===== src/rtl/spi_stream_pkg.sv =====
// Shared types and sizing helpers for the serial stream transmitter.
package spi_stream_pkg;

  typedef enum logic [1:0] {
    IDLE  = 2'd0,
    SHIFT = 2'd1,
    GAP   = 2'd2
  } tx_state_e;

  localparam int unsigned DEFAULT_PACKET_LENGTH = 32;

  // Bit counter width; a 1-bit packet still needs a 1-bit counter.
  function automatic int unsigned bit_cnt_width(input int unsigned packet_length);
    return (packet_length > 1) ? $clog2(packet_length) : 1;
  endfunction

endpackage


===== src/rtl/spi_tx_fifo.sv =====
// Synchronous FIFO with registered full/empty flags and occupancy level.
module spi_tx_fifo #(
  parameter int unsigned WIDTH = 32,
  parameter int unsigned DEPTH = 4
) (
  input  logic                       sclk,
  input  logic                       aresetn,
  input  logic                       push_i,
  input  logic [WIDTH-1:0]           wr_data_i,
  input  logic                       pop_i,
  output logic [WIDTH-1:0]           head_o,
  output logic                       full_o,
  output logic                       empty_o,
  output logic [$clog2(DEPTH):0]     level_o
);

  localparam int unsigned PTR_W = $clog2(DEPTH);
  localparam int unsigned LVL_W = PTR_W + 1;

  logic [WIDTH-1:0] mem_q [DEPTH];
  logic [PTR_W-1:0] wr_ptr_q, wr_ptr_d;
  logic [PTR_W-1:0] rd_ptr_q, rd_ptr_d;
  logic [LVL_W-1:0] level_q, level_d;
  logic             full_q, full_d;
  logic             empty_q, empty_d;
  logic             do_push_c, do_pop_c;

  // Refused pushes and pops are dropped here so callers need no gating.
  assign do_push_c = push_i && !full_q;
  assign do_pop_c  = pop_i && !empty_q;

  always_comb begin
    wr_ptr_d = wr_ptr_q;
    rd_ptr_d = rd_ptr_q;
    if (do_push_c) wr_ptr_d = wr_ptr_q + PTR_W'(1);
    if (do_pop_c)  rd_ptr_d = rd_ptr_q + PTR_W'(1);
    level_d = level_q + LVL_W'(do_push_c) - LVL_W'(do_pop_c);
    full_d  = (level_d == LVL_W'(DEPTH));
    empty_d = (level_d == '0);
  end

  always_ff @(posedge sclk or negedge aresetn) begin
    if (!aresetn) begin
      wr_ptr_q <= '0;
      rd_ptr_q <= '0;
      level_q  <= '0;
      full_q   <= 1'b0;
      empty_q  <= 1'b1;
    end else begin
      wr_ptr_q <= wr_ptr_d;
      rd_ptr_q <= rd_ptr_d;
      level_q  <= level_d;
      full_q   <= full_d;
      empty_q  <= empty_d;
    end
  end

  always_ff @(posedge sclk) begin
    if (do_push_c) mem_q[wr_ptr_q] <= wr_data_i;
  end

  assign head_o  = mem_q[rd_ptr_q];
  assign full_o  = full_q;
  assign empty_o = empty_q;
  assign level_o = level_q;

endmodule


===== src/rtl/spi_stream_tx.sv =====
// Buffered MSB-first serializer with an enforced inter-packet idle gap.
// Optional packet counter output enabled by defining SPI_TX_PKT_CNT_EN.
module spi_stream_tx
  import spi_stream_pkg::*;
#(
  parameter int unsigned PACKET_LENGTH = DEFAULT_PACKET_LENGTH,
  parameter int unsigned FIFO_DEPTH    = 4,
  parameter int unsigned GAP_CYCLES    = 8
) (
  input  logic                          sclk,
  input  logic                          aresetn,
  input  logic [PACKET_LENGTH-1:0]      in_data,
  input  logic                          in_valid,
  output logic                          in_ready,
  output logic                          sdata,
  output logic                          svalid,
  output logic                          busy,
  output logic [$clog2(FIFO_DEPTH):0]   fifo_level
`ifdef SPI_TX_PKT_CNT_EN
  ,
  output logic [15:0]                   pkt_count
`endif
);

  localparam int unsigned BIT_W = bit_cnt_width(PACKET_LENGTH);
  localparam int unsigned GAP_W = (GAP_CYCLES > 1) ? $clog2(GAP_CYCLES) : 1;

  tx_state_e                state_q, state_d;
  logic [BIT_W-1:0]         bit_cnt_q, bit_cnt_d;
  logic [GAP_W-1:0]         gap_cnt_q, gap_cnt_d;
  logic [PACKET_LENGTH-1:0] shift_q, shift_d;
  logic                     sdata_q, sdata_d;
  logic                     svalid_q, svalid_d;
  logic                     load_c;
`ifdef SPI_TX_PKT_CNT_EN
  logic [15:0]              pkt_cnt_q, pkt_cnt_d;
`endif

  logic [PACKET_LENGTH-1:0] fifo_head;
  logic                     fifo_full;
  logic                     fifo_empty;

  spi_tx_fifo #(
    .WIDTH (PACKET_LENGTH),
    .DEPTH (FIFO_DEPTH)
  ) u_fifo (
    .sclk      (sclk),
    .aresetn   (aresetn),
    .push_i    (in_valid),
    .wr_data_i (in_data),
    .pop_i     (load_c),
    .head_o    (fifo_head),
    .full_o    (fifo_full),
    .empty_o   (fifo_empty),
    .level_o   (fifo_level)
  );

  // Next-state and datapath; a load from IDLE or end-of-GAP shares one path.
  always_comb begin
    state_d   = state_q;
    bit_cnt_d = bit_cnt_q;
    gap_cnt_d = gap_cnt_q;
    shift_d   = shift_q;
    sdata_d   = sdata_q;
    svalid_d  = svalid_q;
    load_c    = 1'b0;
`ifdef SPI_TX_PKT_CNT_EN
    pkt_cnt_d = pkt_cnt_q;
`endif
    case (state_q)
      IDLE: begin
        if (!fifo_empty) load_c = 1'b1;
      end
      SHIFT: begin
        if (bit_cnt_q == BIT_W'(PACKET_LENGTH - 1)) begin
          svalid_d  = 1'b0;
          sdata_d   = 1'b0;
          gap_cnt_d = GAP_W'(GAP_CYCLES - 1);
          state_d   = GAP;
`ifdef SPI_TX_PKT_CNT_EN
          pkt_cnt_d = pkt_cnt_q + 16'd1;
`endif
        end else begin
          bit_cnt_d = bit_cnt_q + BIT_W'(1);
          sdata_d   = shift_q[PACKET_LENGTH-1];
          shift_d   = shift_q << 1;
        end
      end
      GAP: begin
        if (gap_cnt_q != '0)  gap_cnt_d = gap_cnt_q - GAP_W'(1);
        else if (!fifo_empty) load_c    = 1'b1;
        else                  state_d   = IDLE;
      end
      default: state_d = IDLE;
    endcase
    // shift_q holds the bits still to send, already aligned to the MSB.
    if (load_c) begin
      shift_d   = fifo_head << 1;
      bit_cnt_d = '0;
      svalid_d  = 1'b1;
      sdata_d   = fifo_head[PACKET_LENGTH-1];
      state_d   = SHIFT;
    end
  end

  always_ff @(posedge sclk or negedge aresetn) begin
    if (!aresetn) begin
      state_q   <= IDLE;
      bit_cnt_q <= '0;
      gap_cnt_q <= '0;
      shift_q   <= '0;
      sdata_q   <= 1'b0;
      svalid_q  <= 1'b0;
`ifdef SPI_TX_PKT_CNT_EN
      pkt_cnt_q <= '0;
`endif
    end else begin
      state_q   <= state_d;
      bit_cnt_q <= bit_cnt_d;
      gap_cnt_q <= gap_cnt_d;
      shift_q   <= shift_d;
      sdata_q   <= sdata_d;
      svalid_q  <= svalid_d;
`ifdef SPI_TX_PKT_CNT_EN
      pkt_cnt_q <= pkt_cnt_d;
`endif
    end
  end

  assign sdata    = sdata_q;
  assign svalid   = svalid_q;
  assign in_ready = !fifo_full;
  assign busy     = (state_q != IDLE) || !fifo_empty;
`ifdef SPI_TX_PKT_CNT_EN
  assign pkt_count = pkt_cnt_q;
`endif

endmodule


===== config.mk =====
export PLATFORM = sky130hd
export DESIGN_NAME = spi_stream_tx
export DESIGN_NICKNAME = d
export VERILOG_FILES = /design/src/rtl/spi_stream_pkg.sv /design/src/rtl/spi_tx_fifo.sv /design/src/rtl/spi_stream_tx.sv
export SDC_FILE = /design/constraint.sdc
export NUM_CORES = 1
export LEC_CHECK = 0
export ABC_CLOCK_PERIOD_IN_PS = 8000
export CORE_ASPECT_RATIO = 1.4
export CORE_MARGIN = 4
export CORE_UTILIZATION = 65
export DETAILED_ROUTE_END_ITERATION = 10
export DONT_BUFFER_PORTS = 1
export GPL_TIMING_DRIVEN = 1
export PLACE_DENSITY = 0.81
export SYNTH_ARGS = -nofsm -noshare
export SYNTH_HDL_FRONTEND = slang
export SYNTH_SLANG_ARGS = --single-unit

===== constraint.sdc =====
create_clock -name sclk -period 8 [get_ports sclk]
set_input_delay 1.6 -clock sclk [delete_from_list [all_inputs] [get_ports sclk]]
set_output_delay 1.6 -clock sclk [all_outputs]
set_load 0.01 [all_outputs]

; Word-level counts from Yosys, hierarchy flattened
; Memories as Yosys holds them, arrays and structs flattened.
; Cells that the tools add are included.
[classes]
n_addsub = 6
n_eq_ne = 11
mux = 25
reduce_logical = 16
[ops]
columns = operator, count
row1 = 32-bit 2-to-1 mux, 3
row2 = 5-bit 2-to-1 mux, 3
row3 = 1-bit 2-to-1 mux, 10
row4 = 2-bit 2-to-1 mux, 4
row5 = 2-bit nonzero test, 4
row6 = 3-bit 2-to-1 mux, 2
row7 = "3-bit by 2-bit inequality test with 1-bit output, second input constant", 2
row8 = 2-bit one-hot mux with 3 select lines, 1
row9 = 3-bit one-hot mux with 2 select lines, 1
row10 = "5-bit by 1-bit adder with 5-bit output, second input constant", 1
row11 = "5-bit == test, second input constant", 1
row12 = "2-bit by 1-bit adder with 2-bit output, second input constant", 2
row13 = "2-bit by 1-bit inequality test with 1-bit output, second input constant", 2
row14 = "2-bit inequality test, second input constant", 2
row15 = 2-bit AND reduction, 2
row16 = 4-bit AND reduction, 1
row17 = 3-bit by 1-bit adder with 3-bit output, 1
row18 = "3-bit == test, second input constant", 1
row19 = 3-bit zero test, 1
row20 = "3-bit by 1-bit inequality test with 1-bit output, second input constant", 1
row21 = 3-bit AND reduction, 1
row22 = 3-bit nonzero test, 1
row23 = 3-bit by 1-bit subtractor with 3-bit output, 1
row24 = "3-bit by 1-bit subtractor with 3-bit output, second input constant", 1
row25 = other kinds (7), 9
[totals]
regBits = 53
ram_bits = 128
input_bits = 35
n_memories = 1
[memory_table]
columns = memory, words, width, read_ports, rd_clocked_by_memory_dff, wr, line_no
row1 = u_fifo.mem_q, 4, 32, 1, 0, 1, spi_tx_fifo.sv:20  ; logic [WIDTH-1:0] mem_q [DEPTH];

; Depth between registers and ports, before layout
; Gate-level depths: netlist of run 1.
[depth]
depth_word = 6
mapped_depth = 15

; Hierarchy
; A second synthesis of run 1 with hierarchy kept.
[hier_totals]
cells_unflattened = 443
hier_area_um2 = 7365.8
[by_module_without_submodules]
columns = mod, n_inst, cells_each, area_each_um2, seq_area_each_um2
row1 = spi_tx_fifo, 1, 204, 5131.2, 4070.2
row2 = spi_stream_tx, 1, 239, 2234.6, 1076.0

; Least setup slack after synthesis of run 1
; OpenSTA, ideal clock, no wires.
[synth_path]
path_kind = input to register
startpoint = in in_valid
endpoint = mem u_fifo.mem_q[0][0], enable pin
setup_ps = 392
arrival_time_ps = 2765
required_ps = 7608
slack_ps = 4843
path_stages = 3
path_buffers = 1
path_cell_list = nor2b_1 > clkbuf_1 > and2_1
[synth_via]
elab_chain_cells = 3
[synth_lines]
columns = element, line_no
row1 = "start, declared", spi_stream_tx.sv:13  ; input logic in_valid,
row2 = 1-bit logical AND, spi_tx_fifo.sv:29  ; assign do_push_c = push_i && !full_q;
row3 = net u_fifo.do_push_c, spi_tx_fifo.sv:26  ; logic do_push_c, do_pop_c;
row4 = 1-bit 2-to-1 mux, spi_tx_fifo.sv:59  ; if (do_push_c) mem_q[wr_ptr_q] <= wr_data_i;
row5 = 1-bit 2-to-1 mux (implied by the code), spi_tx_fifo.sv:59
row6 = "end, declared", spi_tx_fifo.sv:20
; The timed path passes the listed nets, and every way through them passes these cells.

; Final worst setup path of run 1
[layout_path]
startpoint = reg gap_cnt_q[0]
endpoint = reg u_fifo.full_q (netlist: u_fifo.full_o)
[layout_via]
elab_chain_cells = 6
[layout_lines]
columns = element, line_no
row1 = "start, declared", spi_stream_tx.sv:30  ; logic [GAP_W-1:0] gap_cnt_q, gap_cnt_d;
row2 = "start signal, assigned", spi_stream_tx.sv:120  ; gap_cnt_q <= gap_cnt_d;
row3 = 3-bit nonzero test, spi_stream_tx.sv:90  ; if (gap_cnt_q != '0) gap_cnt_d = gap_cnt_q - GAP_W'(1);
row4 = 1-bit 2-to-1 mux, spi_stream_tx.sv:90
row5 = 1-bit one-hot mux with 2 select lines, spi_stream_tx.sv:70  ; case (state_q)
row6 = 1-bit logical AND, spi_tx_fifo.sv:30  ; assign do_pop_c = pop_i && !empty_q;
row7 = 3-bit by 1-bit subtractor with 3-bit output, spi_tx_fifo.sv:37  ; level_d = level_q + LVL_W'(do_push_c) - LVL_W'(do_pop_c);
row8 = net u_fifo.level_d[2], spi_tx_fifo.sv:23  ; logic [LVL_W-1:0] level_q, level_d;
row9 = 3-bit == test, spi_tx_fifo.sv:38  ; full_d = (level_d == LVL_W'(DEPTH));
row10 = net u_fifo.full_d, spi_tx_fifo.sv:24  ; logic full_q, full_d;
row11 = "end signal, assigned", spi_tx_fifo.sv:53  ; full_q <= full_d;
row12 = "end, declared", spi_tx_fifo.sv:24
; The timed path passes the listed nets, and every way through them passes these cells.
; A chain may end at the register's enable or synchronous reset.

==> summary.md, run 1 <==
| Metric | Value |
|---|---|
| Final instance area | `7690 µm²` |
| Top FF cell, synth | `edfxtp_1` |
| Post-Synth Adder-Cell Area | `2.06%` |
| Pre-CTS setup slack | `4.56 ns` |
| Fillers | `645` |
| Final Cycle Share | `40.5%` |
| Switching fraction of total power | `27.6%` |
| Combinational power share | `21.9%` |
| Hold crit path type | `flop to flop` |
| Mux cell area share after synthesis | `10.7%` |
| Area delta synth->final | `9.04%` |
| H-tree lvl count | `4` |
| Footprint of the multi-input gates | `1730 µm²` |
| Worst-Margin Slew | `1.12 ns` |
| Die ar. | `12,600 µm²` |
| Share of cells above drive strength 1 | `17.0%` |
| Critical Path End Type | `flop` |
| CTS max path bufs | `2` |
| Async set or reset register ratio after synthesis | `28.9%` |
| WL final | `11,900 µm` |
| Largest area contributor in the netlist | `edfxtp_1` |
| Num CTS Buffers | `17` |
| Crit Path Max Fanout | `38` |
| Latest clock arrival within the worst-skew pair | `0.42 ns` |
| Die Height | `131 µm` |
| Initial Util | `67.1%` |
| Cell Pwr Density | `366 nW/µm²` |
| Core area | `10,500 µm²` |
| Post-CTS Resized | `0` |
| Placed cell area | `7140 µm²` |
| Grt ovf | `0` |
| Gpl congestion | `0.743` |
| RSZ-0062 raised after global routing | `false` |
| Count leader, synth | `edfxtp_1` |
| Pint | `2.04 mW` |
| Tmin final | `3.24 ns` |
| Combinational family with the most area after synthesis | `multiplexers` |
| WP data arrival | `3.57 ns` |
| Final core occ | `73.2%` |
| Worst Path Required | `8.33 ns` |
| Post-synth top area share | `54.5%` |
| Vias in the first global route | `3,675` |
| First-pass GRT wire length | `19,400 µm` |
| Yosys Warn Count | `0` |
| Fin cells | `532` |
| Setup TNS | `0 ns` |
| Port bufs | `0` |
| Post-DP HPWL | `6720 µm` |
| Final Max Slew Viols | `0` |
| IO Count | `42` |
| Horiz. Die Dim | `96.1 µm` |
| Via density | `6.30` |
| Hold Vio Cnt, Final | `0` |
| Synth cell types | `38` |
| LEAKAGE | `2.80 nW` |
| Post-DRT Antenna Nets | `0` |
| Flop and latch count out of synthesis | `180` |
| Gr usage total | `20.9%` |
| Wire length per cell | `22.3 µm` |
| Finish-stage setup viols | `0` |
| Largest cells by area after synthesis | `edfxtp_1 54%, dfrtp_1 18%, mux4_2 8.9%` |
| Largest net degree at the start of global routing | `53` |
| Post-synthesis simple-gate area fraction | `5.43%` |
| DRC viols | `0` |
| Synth top cells by count | `128 x edfxtp_1, 51 x dfrtp_1, 30 x and2_1, 29 x a221o_1, 28 x mux4_2` |
| VDD IR max | `0.196 mV` |
| Kind of critical path | `flop to flop` |
| Total Nets Final | `427` |
| Reg2Reg Setup Slack | `4.76 ns` |
| Post-synth EDFFs | `128` |
| N_diodes | `0` |
| Outcome | `completed` |
| Dpl cells | `499` |
| Seq/Total Area, Yosys | `72.9%` |
| Fmax achieved | `309 MHz` |
| Max cap viols | `0` |
| DRT iter0 DRCs | `225` |
| Pwr Total | `2.82 mW` |
| Worst Setup Start Kind | `flop` |
| Clock share of power | `27.2%` |
| Cell area after synthesis | `7060 µm²` |
| Clock Pin Slew Worst Setup and Hold Paths | `0.06 ns` |
| Clk_skew | `0.0105 ns` |
| Register area | `5150 µm²` |
| Post-Syn Nets | `422` |
| CTS Root Cell | `clkbuf_16` |
| P_sw | `0.777 mW` |
| Cells after synthesis | `376` |
| Vias | `3,354` |
| Hold Slack | `0.514 ns` |
| Post-Synth XOR/XNOR Area | `0.869%` |
| Reg power frac | `50.9%` |
| CTS tree | `built` |
| Final worst-path setup slack | `4.76 ns` |
| Compound-gate portion of the synthesized area | `5.32%` |
| Syn avg cell area | `18.8 µm²` |
| Slew headroom | `25.4%` |
| Cell row count | `44` |
| Clock Sinks | `180` |
| Post-CTS Hold Fix Bufs | `0` |
| Drt pass-1 iters | `5` |
| Antenna violations before repair | `0` |
| Post CTS Setup Buffer Count | `0` |
## critical path, cell delays in order, from the launching register on
cell      delay, ns
dfrtp_1        0.40
inv_1          0.10
ha_1           0.22
nand2b_4       0.07
a211o_4        0.37
inv_2          0.44
ha_1           0.34
inv_1          0.06
ha_1           0.13
inv_1          0.05
fa_1           0.37
xnor2_1        0.15
xnor2_1        0.23
nor3b_1        0.21
## placed cells by master (no fill, tap or decap), drive strengths merged
| master | netlist | final |
|---|---|---|
| clkinvlp | 0 | 1 |
| nand2b | 2 | 2 |
| nor2 | 4 | 4 |
| edfxtp | 128 | 128 |
| dfrtp | 51 | 51 |
| xor2 | 2 | 2 |
| o311ai | 1 | 1 |
| and2 | 33 | 33 |
| a221o | 29 | 29 |
| clkbuf | 9 | 27 |
| nand4 | 1 | 1 |
| nand2 | 21 | 21 |
| clkinv | 0 | 3 |
| dfstp | 1 | 1 |
| nand3 | 1 | 1 |
| nor2b | 2 | 2 |
| buf | 12 | 7 |
| o21ai | 8 | 8 |
| fa | 1 | 1 |
| or3 | 1 | 1 |
| a211o | 1 | 1 |
| mux4 | 32 | 32 |
| a32oi | 1 | 1 |
| inv | 11 | 11 |
| ha | 10 | 10 |
| and3 | 1 | 1 |
| xnor2 | 5 | 5 |
| a21oi | 2 | 2 |
| mux2 | 1 | 1 |
| bufinv | 0 | 1 |
| nor3 | 1 | 1 |
| nor4 | 1 | 1 |
| nor3b | 2 | 2 |
| mux2i | 1 | 1 |
## power by group through the flow
stage          clock (mW)  combinational, mW  sequential [mW]
6_report            0.767              0.618             1.43
5_1_grt             0.820              0.677             1.46
4_1_cts             0.775              0.625             1.44
3_5_place_dp            0              0.613             1.45
3_3_place_gp            0              0.589             1.44
2_1_floorplan           0              0.592             1.34
## sequential cells by signal, summed over array words and instances, names as in the netlist
register and flops:
sdata 1, shift_q 31, u_fifo.rd_ptr_q 2, bit_cnt_q 5
u_fifo.level_o 3, u_fifo.wr_ptr_q 2, gap_cnt_q 3, state_q 2
u_fifo.mem_q 128, u_fifo.empty_o 1, svalid 1, u_fifo.full_o 1
## final cells by class
class	count	share of cell area (%)
clock inverter	5	0.667
timing repair buffer	7	0.780
tap	138	2.24
inverter	11	0.537
multi-input combinational	164	22.5
sequential	180	66.9
clock buffer	27	6.41
## cells by family after synthesis
group / count (synthesis)
AO/OA/AOI/OAI: 42
XOR/XNOR: 7
adder cells (fa/ha/maj): 11
buffers and inverters: 32
flip-flops: 180
multiplexers: 34
AND/OR/NAND/NOR: 70
## path summary, 6_finish.rpt
check / from / to / cells after the start
setup reg to reg: gap_cnt_q[0] / u_fifo.full_o / 13
hold / removal: shift_q[31] / sdata / 2
max in group asynchronous: aresetn / u_fifo.empty_o / 0
hold reg to reg: shift_q[31] / sdata / 2
setup / recovery: gap_cnt_q[0] / u_fifo.full_o / 13
min in group asynchronous: aresetn / u_fifo.level_o[2] / 0
## per-layer routing
| metal | up-vias | GRT usage [%] | share of wire (%) |
|---|---|---|---|
| met4 | 0 | 8.47 | 2.1 |
| met1 | 1769 | 26.5 | 39 |
| met3 | 24 | 5.72 | 4.6 |
| met5 | - | 0 | 0 |
| li1 | 1477 | - | - |
| met2 | 84 | 33.9 | 54 |
Power figures use the tool's default switching activity.
==> run 2, diff against run 1 <==
--- a/config.mk
+++ b/config.mk
@@ -5,14 +5,14 @@
 export SDC_FILE = /design/constraint.sdc
 export NUM_CORES = 1
 export LEC_CHECK = 0
-export ABC_CLOCK_PERIOD_IN_PS = 8000
+export ABC_CLOCK_PERIOD_IN_PS = 3200
 export CORE_ASPECT_RATIO = 1.4
 export CORE_MARGIN = 4
-export CORE_UTILIZATION = 65
+export CORE_UTILIZATION = 63
 export DETAILED_ROUTE_END_ITERATION = 10
 export DONT_BUFFER_PORTS = 1
 export GPL_TIMING_DRIVEN = 1
-export PLACE_DENSITY = 0.81
+export PLACE_DENSITY = 0.79
 export SYNTH_ARGS = -nofsm -noshare
 export SYNTH_HDL_FRONTEND = slang
 export SYNTH_SLANG_ARGS = --single-unit
==> constraint.sdc (replaced) <==
create_clock -name sclk -period 3.2 [get_ports sclk]
set_input_delay 0.64 -clock sclk [delete_from_list [all_inputs] [get_ports sclk]]
set_output_delay 0.64 -clock sclk [all_outputs]
set_load 0.01 [all_outputs]
==> run 2 against run 1 <==
Fmax rose by 19%. Sequential share of layout area is 0.74 points lower. Count of clock-buffer cells in the layout shrank 1. First-iteration DRC count is 6.2% lower. Global-route usage down 1.4 points. Largest cell class unchanged. Final area increased by 1.1%. Worst setup slack got worse by 4.3 ns.
==> summary.md, run 2 (synthesis gave the netlist of run 1 again) <==
| Metric | Value |
|---|---|
| Num CTS Buffers | `17 (unchanged)` |
| Reg2Reg Setup Slack | `0.47 ns (-4.29 ns)` |
| Die ar. | `13,000 µm² (+2.9%)` |
| Area delta synth->final | `10.3%` |
| Kind of critical path | `flop to flop` |
| CTS Root Cell | `clkbuf_16` |
| Die Height | `133 µm (+1.5%)` |
| DRC viols | `0 (unchanged)` |
| Share of cells above drive strength 1 | `19.1% (+2.1 points)` |
| DRT iter0 DRCs | `211 (-6.2%)` |
| Worst Path Required | `3.52 ns (-4.81 ns)` |
| Crit Reg-Reg Startpoint | `gap_cnt_q[0]` |
| Vias in the first global route | `3,547 (-3.5%)` |
| First-pass GRT wire length | `19,200 µm (-1.2%)` |
| Port bufs | `0 (unchanged)` |
| Max FFs per register | `128 (unchanged)` |
| Gpl congestion | `0.703 (-5.3%)` |
| Cell row count | `45 (+2.3%)` |
| Most frequent cells in the layout | `128 x edfxtp_1, 50 x dfrtp_1, 30 x and2_1` |
| IO Count | `42 (unchanged)` |
| Buf/Inv on CP | `4 (unchanged)` |
| Finish-stage setup viols | `0 (unchanged)` |
| Clk_skew | `0.00921 ns (-0.00127 ns)` |
| Horiz. Die Dim | `97.4 µm (+1.4%)` |
| Crit-path slowest cell | `dfrtp_1` |
| Footprint of the multi-input gates | `1730 µm² (unchanged)` |
| RSZ-0062 raised after global routing | `false` |
| Slew headroom | `64.6% (+39 points)` |
| Biggest regs | `u_fifo.mem_q: 128 flops, shift_q: 31 flops, bit_cnt_q: 5 flops` |
| Max cap viols | `0 (unchanged)` |
| Total Nets Final | `431 (+0.94%)` |
| Pre-CTS setup slack | `0.440 ns (-4.12 ns)` |
| Clock Sinks | `180 (unchanged)` |
| Initial Util | `64.6% (-2.5 points)` |
| Hold Vio Cnt, Final | `0 (unchanged)` |
| Largest net degree at the start of global routing | `52 (-1.9%)` |
| Post-DP HPWL | `6810 µm (+1.2%)` |
| Dpl cells | `506 (+1.4%)` |
| Worst-Margin Slew | `0.530 ns (-0.589 ns)` |
| Latest clock arrival within the worst-skew pair | `0.42 ns (about the same)` |
| Hold crit path type | `primary input to asynchronous set/reset pin` |
| Most common cell after layout, fill and taps aside | `edfxtp_1` |
| Final worst-path setup slack | `0.471 ns (-4.29 ns)` |
| Core area | `10,900 µm² (+3.9%)` |
| Vias | `3,297 (-1.7%)` |
| Register area | `5150 µm² (unchanged)` |
| CP delay by family, top | `adder cells` |
| Final core occ | `71.2% (-1.9 points)` |
| Largest reg by FF count | `u_fifo.mem_q` |
| Fin cells | `539 (+1.3%)` |
| CTS tree | `built` |
| Crit path launch | `gap_cnt_q[0]` |
| Setup TNS | `0 ns (unchanged)` |
| WP data arrival | `3.05 ns (-0.52 ns)` |
| Drt pass-1 iters | `4 (-1)` |
| Fmax achieved | `366 MHz (+19%)` |
| N_diodes | `0 (unchanged)` |
| Grt ovf | `0 (unchanged)` |
| Final Cycle Share | `85.3% (+45 points)` |
| WL final | `11,500 µm (-3.4%)` |
| LEAKAGE | `2.86 nW (+1.9%)` |
| CTS max path bufs | `2 (unchanged)` |
| Cells along the critical path | `inv_1 -> ha_1 -> nand2b_4 -> a211o_4 -> inv_2 -> ha_1 -> inv_1 -> ha_1 -> inv_1 -> fa_1 -> xnor2_1 -> xnor2_1 -> nor3b_1` |
| Post-DRT Antenna Nets | `0 (unchanged)` |
| Cell Pwr Density | `913 nW/µm² (+150%)` |
| Via density | `6.12 (-3.0%)` |
| Worst Setup Start Kind | `flop` |
| Gr usage total | `19.5% (-1.4 points)` |
| R2R Path End | `u_fifo.full_o` |
| Outcome | `completed` |
| Crit Path Max Fanout | `7 (-82%)` |
| Antenna violations before repair | `0 (unchanged)` |
| Post-CTS Resized | `0 (unchanged)` |
| Delay of the slowest critical-path stage | `0.40 ns (-0.04 ns)` |
| Fillers | `682 (+5.7%)` |
| Final Max Slew Viols | `0 (unchanged)` |
| Critical Path End Type | `flop` |
| R2R cell count | `13 (unchanged)` |
| Clock Pin Slew Worst Setup and Hold Paths | `0.06 ns (about the same)` |
| Wire length per cell | `21.3 µm (-4.7%)` |
| VDD IR max | `0.697 mV (+260%)` |
| H-tree lvl count | `4 (unchanged)` |
| Tmin final | `2.73 ns (-0.508 ns)` |
==> run 2: power breakdown <==
group	switching (mW)	internal [mW]	total [mW]
Combinational	0.799	0.872	1.67
Clock	0.800	1.15	1.95
Sequential	0.351	3.13	3.48
==> run 2: how the worst max path moves through the flow <==
stage,endpoint,slack [ns],depth (start not counted)
final,u_fifo.full_o,0.47,13
after global routing,u_fifo.full_o,0.23,13
after CTS,u_fifo.full_o,0.42,13
after detailed placement,u_fifo.full_o,0.44,13
after global placement,u_fifo.full_o,0.60,13
after floorplan,u_fifo.full_o,0.39,15
==> run 2: worst reg2reg max path, stage by stage, from the launching register on <==
cell	delay, ns
dfrtp_1	0.40
inv_1	0.09
ha_1	0.23
nand2b_4	0.07
a211o_4	0.37
inv_2	0.07
ha_1	0.21
inv_1	0.05
ha_1	0.13
inv_1	0.05
fa_1	0.37
xnor2_1	0.14
xnor2_1	0.23
nor3b_1	0.23
==> run 2: layer usage <==
layer	routed length (µm)	up-vias	GRT usage [%]
li1	-	1486	-
met5	0	-	0
met1	4500	1724	24.4
met4	112	0	5.70
met3	552	12	6.23
met2	6300	75	33.0
==> run 2: cell type report <==
| class | count | share of cell area, % |
|---|---|---|
| Inverter | 11 | 0.531 |
| Tap cell | 141 | 2.27 |
| Sequential cell | 180 | 66.2 |
| Timing Repair Buffer | 11 | 1.48 |
| Clock inverter | 6 | 0.547 |
| Clock buffer | 26 | 6.80 |
| Multi-Input combinational cell | 164 | 22.2 |
==> run 2: per-stage QoR <==
stage               area (µm²)  total power, mW  hold slack, ns
floorplan                 7060             4.83           0.344
global placement          7180             5.11           0.346
detailed placement        7180             5.20           0.346
CTS                       7780             7.18          0.0457
global route              7780             7.50          0.0379
finish                    7780             7.10          0.0635
==> run 2: what timing repair did <==
action / CTS / global route
hold buffers: 1 / 0
endpoints found under the hold margin: 51 / 0
setup buffers: 0 / 0
==> run 3, diff against run 2 <==
--- a/config.mk
+++ b/config.mk
@@ -12,7 +12,7 @@
 export DETAILED_ROUTE_END_ITERATION = 10
 export DONT_BUFFER_PORTS = 1
 export GPL_TIMING_DRIVEN = 1
-export PLACE_DENSITY = 0.79
+export PLACE_DENSITY = 0.87
 export SYNTH_ARGS = -nofsm -noshare
 export SYNTH_HDL_FRONTEND = slang
 export SYNTH_SLANG_ARGS = --single-unit
==> run 3 against run 2 <==
First-iteration DRC count up 34%. Non-clock buffer count up 4. Highest routed layer unchanged. Die area did not move. Worst hold slack got worse by 0.0042 ns. Routed wire length increased by 12%. Power up 3.4%. Critical path depth unchanged. Register-to-register slack lost 0.05 ns.
==> summary.md, run 3 (synthesis gave the netlist of run 1 again) <==
| Metric | Value |
|---|---|
| Critical Path End Type | `flop` |
| Buf/Inv on CP | `4 (unchanged)` |
| Tmin final | `2.78 ns (+0.0486 ns)` |
| Via density | `6.34 (+3.6%)` |
| Largest net degree at the start of global routing | `52 (unchanged)` |
| DRC viols | `0 (unchanged)` |
| First-pass GRT wire length | `20,400 µm (+6.4%)` |
| Fillers | `652 (-4.4%)` |
| Footprint of the multi-input gates | `1730 µm² (unchanged)` |
| Post-DP HPWL | `7150 µm (+5.0%)` |
| DRT iter0 DRCs | `283 (+34%)` |
| Finish-stage setup viols | `0 (unchanged)` |
| Share of cells above drive strength 1 | `19.5% (+0.36 points)` |
| CTS Root Cell | `clkbuf_16` |
| Final Max Slew Viols | `0 (unchanged)` |
| Cell Pwr Density | `937 nW/µm² (+2.7%)` |
| Register area | `5150 µm² (unchanged)` |
| Fmax achieved | `360 MHz (-1.8%)` |
| Worst Path Required | `3.53 ns (about the same)` |
| Delay of the slowest critical-path stage | `0.40 ns (about the same)` |
| Vias | `3,434 (+4.2%)` |
| Crit Path Max Fanout | `7 (unchanged)` |
| Post-DRT Antenna Nets | `0 (unchanged)` |
| Clk_skew | `0.00988 ns (+0.000669 ns)` |
| Antenna violations before repair | `0 (unchanged)` |
| Hold Vio Cnt, Final | `0 (unchanged)` |
| Latest clock arrival within the worst-skew pair | `0.42 ns (about the same)` |
| Setup TNS | `0 ns (unchanged)` |
| Most frequent cells in the layout | `128 x edfxtp_1, 50 x dfrtp_1, 30 x and2_1` |
| IO Count | `42 (unchanged)` |
| Fin cells | `542 (+0.56%)` |
| Hold crit path type | `primary input to asynchronous set/reset pin` |
| Most common cell after layout, fill and taps aside | `edfxtp_1` |
| Gpl congestion | `0.709 (+0.78%)` |
| Kind of critical path | `flop to flop` |
| Area delta synth->final | `11.0%` |
| Final core occ | `71.7% (+0.49 points)` |
| WL final | `12,900 µm (+12%)` |
| Cells along the critical path | `inv_1 -> ha_1 -> nand2b_4 -> a211o_4 -> inv_2 -> ha_1 -> inv_1 -> ha_1 -> inv_1 -> fa_1 -> xnor2_1 -> xnor2_1 -> nor3b_1` |
| Pwr Total | `7.34 mW (+3.4%)` |
| WP data arrival | `3.11 ns (+0.06 ns)` |
| RSZ-0062 raised after global routing | `false` |
| Pre-CTS setup slack | `0.447 ns (+0.00636 ns)` |
| LEAKAGE | `2.88 nW (+0.64%)` |
| Largest reg by FF count | `u_fifo.mem_q` |
| Final worst-path setup slack | `0.422 ns (-0.0486 ns)` |
| Drt pass-1 iters | `5 (+1)` |
| Worst-Margin Slew | `0.634 ns (+0.103 ns)` |
| H-tree lvl count | `4 (unchanged)` |
| Outcome | `completed` |
| CP delay by family, top | `adder cells` |
| Grt ovf | `0 (unchanged)` |
| Cell row count | `45 (unchanged)` |
| CTS tree | `built` |
| VDD IR max | `0.603 mV (-13%)` |
| Gr usage total | `21.0% (+1.5 points)` |
| Wire length per cell | `23.7 µm (+12%)` |
| Clock Sinks | `180 (unchanged)` |
| Crit-path slowest cell | `dfrtp_1` |
| Die Height | `133 µm (unchanged)` |
| Reg2Reg Setup Slack | `0.42 ns (-0.05 ns)` |
| Final instance area | `7840 µm² (+0.69%)` |
| CTS max path bufs | `2 (unchanged)` |
| Slew headroom | `57.7% (-6.9 points)` |
| Biggest regs | `u_fifo.mem_q: 128 flops, shift_q: 31 flops, bit_cnt_q: 5 flops` |
| Core area | `10,900 µm² (unchanged)` |
| Max FFs per register | `128 (unchanged)` |
| Hold Slack | `0.0592 ns (-0.00424 ns)` |
| Initial Util | `64.6% (unchanged)` |
| Final Cycle Share | `86.8% (+1.5 points)` |
| Dpl cells | `510 (+0.79%)` |
| Port bufs | `0 (unchanged)` |
| Vias in the first global route | `3,637 (+2.5%)` |
| Total Nets Final | `435 (+0.93%)` |
| Max cap viols | `0 (unchanged)` |
| Worst Setup Start Kind | `flop` |
| Clock Pin Slew Worst Setup and Hold Paths | `0.06 ns (about the same)` |
| Placed cell area | `7210 µm² (+0.42%)` |
| Num CTS Buffers | `17 (unchanged)` |
| N_diodes | `0 (unchanged)` |
| Horiz. Die Dim | `97.4 µm (unchanged)` |
| Die ar. | `13,000 µm² (unchanged)` |
run 3: cell count changes in the layout (fill, tap and decap cells not counted), moves of 2 or more:
| cell | delta |
|---|---|
| bufinv_16 | +3 |
| clkbuf_16 | -2 |
| clkbuf_4 | -2 |
| buf_4 | +4 |
| clkinvlp_4 | +2 |
run 3: repair_timing:
action                                 4_1_cts  5_1_grt
hold buffers                                 1        0
endpoints found under the hold margin       51        0
setup buffers                                0        0
resized for setup                            0        0
run 3: layout make-up:
class	instances	area share (%)
Clock buffer	23	5.97
Sequential cell	180	65.7
Multi-Input combinational cell	164	22.1
Tap cell	141	2.25
Clock inverter	8	1.63
Inverter	11	0.527
Timing Repair Buffer	15	1.85
run 3: final timing paths:
kind | cells past startpoint | endpoint | startpoint
max | 13 | u_fifo.full_o | gap_cnt_q[0]
min | 0 | u_fifo.empty_o | aresetn
max reg2reg | 13 | u_fifo.full_o | gap_cnt_q[0]
min reg2reg | 1 | shift_q[11] | shift_q[11]
max in group asynchronous | 1 | u_fifo.rd_ptr_q[0] | aresetn
min in group sclk | 0 | u_fifo.mem_q[2][20] | in_data[20]
run 3: layer usage:
| metal | up-vias | part of all wire (%) | track usage, % |
|---|---|---|---|
| met4 | 0 | 1.5 | 7.31 |
| li1 | 1491 | - | - |
| met1 | 1829 | 40 | 27.0 |
| met3 | 18 | 4.9 | 6.13 |
| met5 | - | 0 | 0 |
| met2 | 96 | 53 | 34.6 |
run 3: where the power goes:
group	leakage [nW]	switching [mW]	internal [mW]
logic	0.800	0.867	0.894
clock network	0.283	0.818	1.27
registers	1.79	0.363	3.13
